[config.mk]
export PLATFORM = sky130hd
export DESIGN_NAME = arb_mux_4_1
export DESIGN_NICKNAME = d
export VERILOG_FILES = /design/src/rtl/arb_mux_pkg.sv /design/src/rtl/arb_mux_4_1_rr_pick.sv /design/src/rtl/arb_mux_4_1.sv
export SDC_FILE = /design/constraint.sdc
export NUM_CORES = 1
export LEC_CHECK = 0
export CAP_MARGIN = 25
export CORE_MARGIN = 2
export CORE_UTILIZATION = 48
export CTS_BUF_LIST = sky130_fd_sc_hd__clkbuf_4 sky130_fd_sc_hd__clkbuf_8
export CTS_CLUSTER_DIAMETER = 150
export CTS_CLUSTER_SIZE = 16
export DETAILED_ROUTE_END_ITERATION = 8
export DONT_BUFFER_PORTS = 1
export MAX_ROUTING_LAYER = met4
export PLACE_DENSITY_LB_ADDON = 0.2
export RECOVER_POWER = 100
export SKIP_CTS_REPAIR_TIMING = 1
export SLEW_MARGIN = 5
export SYNTH_ARGS = -nofsm -noshare
export SYNTH_HDL_FRONTEND = slang
export SYNTH_HIERARCHICAL = 1
export SYNTH_SLANG_ARGS = --single-unit
[constraint.sdc]
create_clock -name clk -period 6.1 [get_ports clk]
set_clock_uncertainty 0.1 [all_clocks]
set_input_delay 1.22 -clock clk [delete_from_list [all_inputs] [get_ports clk]]
set_output_delay 1.22 -clock clk [all_outputs]
set_load 0.005 [all_outputs]
[src/rtl/arb_mux_pkg.sv]
// Shared types and constants for the 4:1 round-robin arbitrating multiplexer.
// The top and the winner picker both import this package.
package arb_mux_pkg;

    localparam int N_PORTS = 4;
    localparam int W       = 4;

    typedef logic [W-1:0] data_t;
    typedef logic [1:0]   idx_t;

    // Port index after idx; the 2-bit width makes 3 wrap to 0.
    function automatic idx_t next_idx(input idx_t idx);
        next_idx = idx + 2'd1;
    endfunction

endpackage

[src/rtl/arb_mux_4_1_rr_pick.sv]
// Combinational round-robin winner picker for four requesters.
// It scans from ptr upward and wraps around.
module rr_pick_4
    import arb_mux_pkg::*;
(
    input  logic [3:0] in_valid,
    input  idx_t       ptr,
    output logic [3:0] grant_onehot,
    output idx_t       grant_idx,
    output logic       any_valid
);

    logic [7:0] dbl;
    logic [3:0] rot;
    idx_t       off;
    logic       found;

    // Rotate so that bit 0 of rot is the port ptr points at.
    // The first set bit of rot is then the winner's offset from ptr.
    always_comb begin
        dbl   = {in_valid, in_valid};
        rot   = dbl[ptr +: 4];
        off   = 2'd0;
        found = 1'b0;
        for (int i = 0; i < 4; i++) begin
            if (!found && rot[i]) begin
                off   = idx_t'(i);
                found = 1'b1;
            end
        end
    end

    assign any_valid    = |in_valid;
    assign grant_idx    = ptr + off;
    assign grant_onehot = any_valid ? (4'b0001 << grant_idx) : 4'b0000;

endmodule

[src/rtl/arb_mux_4_1.sv]
// Four-input round-robin arbitrating multiplexer with a single registered output slot.
// The output slot is handshaked with valid/ready.
module arb_mux_4_1 #(
    parameter int N_PORTS = 4,
    parameter int W       = 4
) (
    input  logic               clk,
    input  logic               rst_n,
    input  logic [W-1:0]       d0,
    input  logic [W-1:0]       d1,
    input  logic [W-1:0]       d2,
    input  logic [W-1:0]       d3,
    input  logic [N_PORTS-1:0] in_valid,
    output logic [N_PORTS-1:0] in_ready,
    output logic [W-1:0]       y,
    output logic               y_valid,
    input  logic               y_ready,
    output logic [1:0]         sel
);
    import arb_mux_pkg::*;

    idx_t       ptr;
    logic [3:0] grant_onehot;
    idx_t       grant_idx;
    logic       any_valid;
    logic       slot_free;
    logic       take;
    logic [W-1:0] win_data_p0;

    // Stage 0: arbitration and data select, purely combinational
    rr_pick_4 u_pick (
        .in_valid     (in_valid),
        .ptr          (ptr),
        .grant_onehot (grant_onehot),
        .grant_idx    (grant_idx),
        .any_valid    (any_valid)
    );

    assign slot_free = !y_valid || y_ready;
    // rst_n gates the grant so that no port sees ready while reset is held.
    assign take      = rst_n && slot_free && any_valid;
    assign in_ready  = take ? grant_onehot : '0;

    always_comb begin
        case (grant_idx)
            2'd0:    win_data_p0 = d0;
            2'd1:    win_data_p0 = d1;
            2'd2:    win_data_p0 = d2;
            default: win_data_p0 = d3;
        endcase
    end

    // Stage 1: output slot register and pointer
    always_ff @(posedge clk or negedge rst_n) begin
        if (!rst_n) begin
            y       <= '0;
            sel     <= 2'd0;
            y_valid <= 1'b0;
            ptr     <= 2'd0;
        end else if (slot_free) begin
            if (any_valid) begin
                y       <= win_data_p0;
                sel     <= grant_idx;
                y_valid <= 1'b1;
                ptr     <= next_idx(grant_idx);
            end else begin
                y_valid <= 1'b0;
            end
        end
    end

endmodule

==> results.toml <==
[yosys]
yosys_warnings = 6
syn_avg_cell_area_sq_um = 9.86
synthFlopType = "dfrtp_1"
yosysTopAreaCellShare = 0.269
ys_seq_elements = 9
synthArstFlopShare = 1.00
yosysUniqueCellTypes = 31
synth_enable_flop_cells = 0
netlist_area_sq_um = 838
ys_top_cells_by_area = "dfrtp_1 27%, mux2i_1 11%, mux2_4 9.0%"
ys_seq_area_frac = 0.269
synth_nets = 113
synth_cells = 85
synth.largest_area_cell = "dfrtp_1"
synth_commonest_cells = "9 x dfrtp_1, 9 x mux2i_1, 8 x inv_1"

[clocking]
clk_latency_ns = 0.27
cts_tree = "done"
root_buffer = "clkbuf_4"
cts.path.max_buffers = 2
cts.clk_slew.worst_paths_ns = 0.06
cts_sinks = 9
cts_max_level = 1
tritoncts.num_buffers = 3

[worst_setup_path]
crit_fanout = 6
max_stage_delay_ns = 0.39
path_buf_inv = 0
path_cells = "nor2_1 > nor4_1 > a21oi_1 > o211ai_1 > ha_1 > nor2b_1 > nand2_1 > mux2i_1 > and3_1"
crit_slowest_cell = "ha_1"
critPathCaptureType = "output pin"
cp.arrival_ns = 2.63
cp.required_ns = 4.78
critical_path.startpoint_type = "input port"
path_class = "input port to output pin"
path_delay_family = "simple AND/OR/NAND/NOR gates"

[timing]
maxSlewViolCount = 0
period_share = 0.648
worstMarginPinSlew_ns = 0.521
slew_headroom = 0.650
grt_setup_unrepaired = "no"
period_needed_ns = 3.95
timing.fmax_mhz = 253
setup_viol = 0
final-hold-violation-count = 0
setup_tns_ns = 0

[power_and_ir_drop]
leakagePower_nw = 0.379
p_sw_w = 0.000218
p_int_w = 0.000280
irDropWorstVdd_uv = 254
swShare = 0.438
seqPwrFrac = 0.246
p_clk_frac = 0.094
total_power_w = 0.000498
p_comb_frac = 0.660
cellPowerDensity_mw_per_mm2 = 597

[die]
placementRows = 15
core_sq_mm = 0.00169
pin_count = 34
die_y_um = 45.8
initial_core_util = 0.496
die_w_um = 45.8
dieArea_sq_mm = 0.00210

[finish]
synthToLayoutAreaGrowth_pct = -0.597
n_antenna_cell = 0
instances_no_fill = 101
final_layout_size_suffix_gt1_frac = 0.119
regArea_sq_um = 225
fin_nets = 113
fillers = 176
multi_input_area_sq_um = 529

[detailed_routing]
dr.pass1.iters = 4
wl_per_cell_um = 14.9
ant_nets = 0
dr_total_vias = 596
drtIter0Drc = 15
routed_via_density = 5.90
drc = 0
drt_wl_total_um = 1510

[placement]
hpwlAfterDp_um = 1200
port_buffers = 0
dp_cells = 97
place.gp.congestion = 0.717

[global_routing]
grt_usage = 0.161
grt_max_degree = 14
grt_overflow_total = 0
grt_pass1_wl_um = 2280
antenna_found_initial = 0
grt_pass1_vias = 511

[worst_hold_path]
hp-class = "flop to flop"

[flow_run]
maxCapViolations = 0

[outcome]
status = "finished, final reports clean"
==> registers in the layout (all words and copies together), names as in the netlist <==
signal	flops
y	4
ptr	2
sel	2
y_valid	1
==> metrics by stage <==
| step | hold WS [ns] | util | setup slack, ns | cell area (sq um) |
|---|---|---|---|---|
| CTS | 0.443 | 0.504 | 2.16 | 852 |
| detailed placement | 0.424 | 0.488 | 2.17 | 825 |
| global route | 0.438 | 0.493 | 2.03 | 833 |
| floorplan | 0.380 | - | 2.13 | 838 |
| global placement | 0.426 | 0.488 | 2.21 | 825 |
| finish | 0.412 | 0.493 | 2.15 | 833 |
==> final timing paths <==
path | from | endpoint | slack [ns] | cells after the start
setup / recovery | in_valid[3] | in_ready[3] | 2.15 | 9
min in group asynchronous | rst_n | ptr[0] | 0.54 | 0
setup reg to reg | ptr[0] | y[1] | 3.09 | 11
hold reg to reg | y[0] | y[0] | 0.41 | 1
max in group asynchronous | rst_n | ptr[1] | 5.29 | 0
hold / removal | y[0] | y[0] | 0.41 | 1
==> cells by family after synthesis <==
kind of cell	after synthesis	share of synthesized area
buffers and inverters	13	0.0776
adder cells (fa/ha/maj)	5	0.0746
XOR/XNOR	3	0.0313
AO/OA/AOI/OAI	13	0.142
AND/OR/NAND/NOR	25	0.169
flip-flops	9	0.269
multiplexers	17	0.237
==> cells in the final DEF (no fill, tap or decap) <==
master / synthesis / final
nor4_1: 2 / 2
mux2i_1: 9 / 9
a21oi_1: 1 / 1
a31oi_1: 1 / 1
xnor2_1: 2 / 2
o22ai_4: 1 / 1
inv_1: 8 / 8
o211ai_1: 1 / 1
and2_4: 1 / 1
nand2b_1: 4 / 4
clkinv_2: 0 / 1
nor3_1: 1 / 1
nor2b_1: 1 / 1
o22a_1: 2 / 2
dfrtp_1: 9 / 9
or2b_1: 1 / 1
nor2_1: 3 / 3
o21a_1: 1 / 1
clkbuf_4: 0 / 3
o22ai_1: 1 / 1
nand2_1: 7 / 7
ha_1: 5 / 5
mux2_2: 3 / 3
a222oi_1: 4 / 4
mux2_1: 0 / 5
a211o_1: 1 / 1
xor2_1: 1 / 1
nand2b_4: 1 / 1
and3_1: 4 / 4
==> per-layer routing <==
layer,vias up,share of wire,GRT usage
li1,302,-,-
met1,272,0.47,0.194
met2,20,0.45,0.239
met3,2,0.074,0.0833
met4,0,0.0040,0.0343
met5,-,0,-
==> layout make-up <==
class | instances | share of cell area
clock buffers | 3 | 0.0270
clock inverters | 1 | 0.00601
inverters | 8 | 0.0360
multi-input cells | 63 | 0.635
flip-flops and latches | 9 | 0.270
well taps | 17 | 0.0255
==> power groups by stage <==
stage / registers (W) / clock network, W / logic [W]
floorplan: 0.000106 / 0 / 0.000338
global placement: 0.000125 / 0 / 0.000355
detailed placement: 0.000124 / 0 / 0.000363
CTS: 0.000124 / 0.0000482 / 0.000365
global route: 0.000127 / 0.0000532 / 0.000373
finish: 0.000123 / 0.0000467 / 0.000328
Power figures use the tool's default switching activity.
